### config.mk
export PLATFORM = sky130hd
export DESIGN_NAME = pipe_sched
export DESIGN_NICKNAME = d
export VERILOG_FILES = /design/src/rtl/pipe_sched.sv
export SDC_FILE = /design/constraint.sdc
export NUM_CORES = 1
export LEC_CHECK = 0
export CAP_MARGIN = 30
export CORE_MARGIN = 1.5
export CORE_UTILIZATION = 53
export CTS_CLUSTER_SIZE = 16
export DETAILED_ROUTE_END_ITERATION = 7
export HOLD_SLACK_MARGIN = 0.06
export PLACE_DENSITY = 0.86
export SYNTH_ARGS = -nofsm -noshare
export SYNTH_HDL_FRONTEND = slang
export SYNTH_SLANG_ARGS = --single-unit
### constraint.sdc
create_clock -name clk -period 3.4 [get_ports clk]
set_input_delay 0.68 -clock clk [delete_from_list [all_inputs] [get_ports clk]]
set_output_delay 0.68 -clock clk [all_outputs]
set_load 0.02 [all_outputs]
### src/rtl/pipe_sched.sv
// Pipeline sequencer for the 8-bit core: registered stage enables, en/ready handoff,
// RAW scoreboard between decode and execute, and taken-branch flush from execute.
module pipe_sched #(
    parameter int REG_CNT        = 16,
    parameter int REG_ADDR_WIDTH = $clog2(REG_CNT),
    parameter int CNT_WIDTH      = 16
) (
    input  logic                      clk,
    input  logic                      rst,
    input  logic                      fetch_busy,
    input  logic                      fetch_ready,
    output logic                      fetch_en,
    input  logic                      decode_ready,
    input  logic [REG_ADDR_WIDTH-1:0] decode_rs1,
    input  logic [REG_ADDR_WIDTH-1:0] decode_rs2,
    input  logic                      decode_rs1_used,
    input  logic                      decode_rs2_used,
    input  logic [REG_ADDR_WIDTH-1:0] decode_rd,
    input  logic                      decode_rd_we,
    output logic                      decode_en,
    input  logic                      exec_ready,
    input  logic                      exec_flush,
    output logic                      exec_en,
    input  logic                      wb_ready,
    output logic                      wb_en,
    output logic                      capture_fd,
    output logic                      capture_de,
    output logic                      capture_ew,
    output logic                      pc_advance,
    output logic                      pc_load,
    output logic [CNT_WIDTH-1:0]      hazard_stalls
);

    logic [REG_CNT-1:0]        sb;
    logic [REG_CNT-1:0]        sb_set;
    logic [REG_CNT-1:0]        sb_clr;
    logic [REG_CNT-1:0]        sb_nxt;
    logic [REG_ADDR_WIDTH-1:0] ex_rd;
    logic [REG_ADDR_WIDTH-1:0] wb_rd;
    logic                      ex_vld;
    logic                      wb_vld;

    logic ew_go;
    logic flush;
    logic fd_go;
    logic de_go;
    logic wb_done;
    logic fetch_go;
    logic rs1_hit;
    logic rs2_hit;
    logic hazard;
    logic rd_vld;
    logic stall_inc;

    always_comb begin
        ew_go     = exec_en & exec_ready & ~wb_en;
        flush     = ew_go & exec_flush;
        rs1_hit   = decode_rs1_used & (decode_rs1 != '0) & sb[decode_rs1];
        rs2_hit   = decode_rs2_used & (decode_rs2 != '0) & sb[decode_rs2];
        hazard    = rs1_hit | rs2_hit;
        fd_go     = fetch_en & fetch_ready & ~decode_en & ~flush;
        de_go     = decode_en & decode_ready & ~exec_en & ~hazard & ~flush;
        stall_inc = decode_en & decode_ready & ~exec_en & hazard & ~flush;
        wb_done   = wb_en & wb_ready;
        fetch_go  = ~fetch_en & ~fetch_busy & ~flush;
        rd_vld    = decode_rd_we & (decode_rd != '0);

        // Clears are applied first so a same-cycle set of the same index wins.
        sb_clr = '0;
        sb_set = '0;
        if (wb_done & wb_vld) sb_clr[wb_rd] = 1'b1;
        if (flush & ex_vld)   sb_clr[ex_rd] = 1'b1;
        if (de_go & rd_vld)   sb_set[decode_rd] = 1'b1;
        sb_nxt = (sb & ~sb_clr) | sb_set;
    end

    assign capture_fd = fd_go;
    assign capture_de = de_go;
    assign capture_ew = ew_go;
    assign pc_advance = fd_go;
    assign pc_load    = flush;

    always_ff @(posedge clk) begin
        if (rst) begin
            fetch_en      <= 1'b0;
            decode_en     <= 1'b0;
            exec_en       <= 1'b0;
            wb_en         <= 1'b0;
            sb            <= '0;
            ex_rd         <= '0;
            wb_rd         <= '0;
            ex_vld        <= 1'b0;
            wb_vld        <= 1'b0;
            hazard_stalls <= '0;
        end else begin
            if (flush)         fetch_en <= 1'b0;
            else if (fd_go)    fetch_en <= 1'b0;
            else if (fetch_go) fetch_en <= 1'b1;

            if (flush)      decode_en <= 1'b0;
            else if (fd_go) decode_en <= 1'b1;
            else if (de_go) decode_en <= 1'b0;

            if (de_go) begin
                exec_en <= 1'b1;
                ex_rd   <= decode_rd;
                ex_vld  <= rd_vld;
            end else if (ew_go) begin
                exec_en <= 1'b0;
            end

            // A flushing instruction never reaches writeback.
            if (ew_go & ~exec_flush) begin
                wb_en  <= 1'b1;
                wb_rd  <= ex_rd;
                wb_vld <= ex_vld;
            end else if (wb_done) begin
                wb_en <= 1'b0;
            end

            sb <= sb_nxt;

            if (stall_inc && (hazard_stalls != '1))
                hazard_stalls <= hazard_stalls + 1'b1;
        end
    end

endmodule

==> impl_metrics.env <==
export IMPL_avgSynthCellArea_sq_um=8.73
export IMPL_rsz0062_at_grt="no"
export IMPL_cp_cell_sequence="clkdlybuf4s50_1, mux4_2, nand2b_1, o311a_2, nor4_4, nand2_4, inv_2, clkbuf_2"
export IMPL_cts_made_buffers=5
export IMPL_nNetsFinal=384
export IMPL_die_h_microns=74.7
export IMPL_grt_overflow=0
export IMPL_rows=25
export IMPL_fp_dieArea_sq_um=5580
export IMPL_htree_levels=2
export IMPL_grt_max_degree=44
export IMPL_ir_worst_vdd_mv=0.181
export IMPL_synth_nets=336
export IMPL_maxSlewHeadroom_pct=52.5
export IMPL_busiest_layer="met2"
export IMPL_crit_path_end_kind="output pin"
export IMPL_cp_max_fo=4
export IMPL_cpMaxStageDelayCell="clkdlybuf4s50_1"
export IMPL_hold_violations=0
export IMPL_dp_slack_ps=-561
export IMPL_synth_xor_area_share_pct=0
export IMPL_p_sw_w=0.000257
export IMPL_synth_cell_area_sq_um=2720
export IMPL_drive_gt1_share_pct=12.5
export IMPL_cts_sinks=46
export IMPL_powerDensity_nw_per_um2=319
export IMPL_clock_root_buffer="clkbuf_8"
export IMPL_routedWlPerCell_microns=17.0
export IMPL_dp_hpwl_mm=5.13
export IMPL_area_delta_synth_final_pct=24.1
export IMPL_arrival_ps=2540
export IMPL_seqPwrFrac_pct=50.8
export IMPL_dr_first_iter_drc_count=149
export IMPL_p_comb_share_pct=12.0
export IMPL_skew_ps=12.0
export IMPL_crit_type="input pin to output pin"
export IMPL_route_detailed_drc=0
export IMPL_wl_mm=7.27
export IMPL_antenna_found_initial=0
export IMPL_swShare_pct=23.8
export IMPL_port_buffers=47
export IMPL_status="finished clean"
export IMPL_grt_pass1_wl_mm=11.4
export IMPL_crit_required_ps=2720
export IMPL_synth_compound_area_share_pct=20.8
export IMPL_placed_area_sq_um=3280
export IMPL_vias=2696
export IMPL_fmax_ghz=0.310
export IMPL_die_x_microns=74.7
export IMPL_synthMuxAreaShare_pct=11.9
export IMPL_async_reset_ff_share_pct=0
export IMPL_holdWs_ps=501
export IMPL_slowest_delay_ps=550
export IMPL_finalMaxSlewViolations=0
export IMPL_cts_path_max_buffers=2
export IMPL_timing_final_crit_share_pct=94.8
export IMPL_avgViaCountPerCell=6.30
export IMPL_gp_congestion=0.919
export IMPL_synth_ff_type="dfxtp_1"
export IMPL_crit_path_start_kind="input pin"
export IMPL_initial_utilization_pct=56.2
export IMPL_synthSimpleGateAreaFrac_pct=27.7
export IMPL_syn_inst=312
export IMPL_period_minus_slack_ps=3220
export IMPL_internal_power_w=0.000823
export IMPL_first_pass_iters=5
export IMPL_use_met1_pct=36.0
export IMPL_maxCapViolations=0
export IMPL_cts_setup_buffers=0
export IMPL_power_leakage_nw=1.21
export IMPL_diodes=0
export IMPL_synth_warnings=0
export IMPL_min_path_type="flop to flop"
export IMPL_use_met3_pct=5.62
export IMPL_grt_use_met2_pct=42.9
export IMPL_pin_count=48
export IMPL_ant_nets=0
export IMPL_synth_cell_types=52
export IMPL_gr_usage_all_layers_pct=26.4
export IMPL_synth_fa_ha_area_share_pct=0.459
export IMPL_clk_latency_ps=300
export IMPL_setup_slack_ps=177
export IMPL_seq_area_frac_synth_pct=33.8
export IMPL_cp_num_buf_inv=3
export IMPL_clkPwrFrac_pct=37.2
export IMPL_tightest_slew_ps=710
export IMPL_synth_edff_count=0
export IMPL_setup_violations_final=0
export IMPL_synth_seq_cells=46
export IMPL_cts_tree="done"
export IMPL_synth_top_family_by_area="simple AND/OR/NAND/NOR gates"
export IMPL_coreArea_sq_um=4850
export IMPL_clk_pin_slew_ps=80
export IMPL_finalInstanceArea_sq_um=3380
export IMPL_grt_pass1_vias=2424
export IMPL_crit_family="buffers and inverters"
-- stage by stage --
stage	cells	util (%)	setup TNS, ps	power, W
global route	428	69.7	0	0.00111
CTS	428	69.8	0	0.00108
finish	428	69.7	0	0.00108
detailed placement	420	67.6	-568	0.000690
global placement	420	67.6	-530	0.000686
floorplan	312	-	0	0.000628
-- placed cells by master (no fill, tap or decap), types with 6 or more instances in the layout --
cell and n:
o21ai_0 9, nor2_1 23, mux2_4 7, mux2i_1 14
nor3_1 9, dfxtp_1 46, and3_1 7, or4_1 8
o311a_1 8, a21oi_1 15, o31ai_1 18, nor2b_1 13
o21ai_1 8, inv_1 9, buf_4 12, clkdlybuf4s50_1 43
nand4_1 6, nand2_1 23, nand3_1 14
-- final timing paths --
path	from	endpoint	slack, ps	cells after the start
setup reg to reg	sb[15]	ex_vld	1030	7
setup / recovery	decode_rs1[2]	capture_de	180	8
hold / removal	hazard_stalls[11]	hazard_stalls[11]	500	2
hold reg to reg	hazard_stalls[11]	hazard_stalls[11]	500	2
-- Yosys cell counts (2+ instances only) --
master,n,area (sq um)
o21ai_1,8,40.0
and4_1,2,17.5
nand4_1,6,37.5
and3_1,7,43.8
or3_1,4,25.0
buf_6,4,45.0
nor2_1,23,86.3
mux2i_1,14,140
nand2_1,23,86.3
o41ai_1,3,26.3
clkbuf_1,11,41.3
buf_4,2,15.0
a21oi_1,15,75.1
mux2_4,7,105
o311a_1,8,80.1
mux4_2,2,45.0
nor2b_1,14,87.6
or2_2,3,18.8
o21ai_0,9,45.0
dfxtp_1,46,921
a22oi_1,2,15.0
mux2_2,2,22.5
or4_1,8,60.1
o221ai_1,5,43.8
inv_1,9,33.8
o31ai_1,18,135
nand2b_1,5,31.3
nor3_1,9,45.0
a211oi_1,2,15.0
nand3_1,14,70.1
nand3b_1,5,37.5
o2111ai_1,2,17.5
-- power by group through the flow --
stage                     Sequential [W]  Combinational (W)  Clock (W)
after floorplan                 0.000562          0.0000652          0
after global placement          0.000560           0.000126          0
after detailed placement        0.000561           0.000129          0
after CTS                       0.000548           0.000129   0.000406
after global routing            0.000549           0.000139   0.000426
final                           0.000548           0.000130   0.000402
-- final cells by class --
type | instances | area, sq um
sequential | 46 | 921
timing repair buffer | 60 | 574
clock buffer | 7 | 76.3
inverter | 10 | 37.5
tap | 67 | 83.8
multi-input combinational | 237 | 1660
fill | 391 | 1470
clock inverter | 1 | 30.0
-- sequential cells by signal (all words and copies together) (netlist names) --
name / flops
fetch_en: 1
decode_en: 1
wb_en: 1
wb_vld: 1
ex_vld: 1
wb_rd: 4
hazard_stalls: 16
exec_en: 1
sb: 16
ex_rd: 4
-- metal layers --
layer	part of all wire [%]	up-vias
li1	-	1271
met5	0	-
met4	0.77	0
met1	45	1268
met3	7.8	10
met2	47	147
-- logic make-up after synthesis --
| group | count (synthesis) |
|---|---|
| DFF | 46 |
| and+or+nand+nor | 132 |
| muxes | 26 |
| adders and majority gates | 1 |
| buffers and inverters | 29 |
| AOI/OAI and AO/OA | 78 |
-- worst register-to-register path, cell delays in order (launching register included) --
cell	delay, ps
dfxtp_1	350
mux4_2	460
nand2b_1	160
o311a_2	140
buf_4	160
or4_1	670
o21ai_1	220
a21oi_1	80
-- repair_timing --
item                       CTS  global route
gates resized for setup      6             3
pin swaps                    1             1
hold buffers                 0             0
setup endpoints to repair    1             1
(Power assumes the default switching activity.)
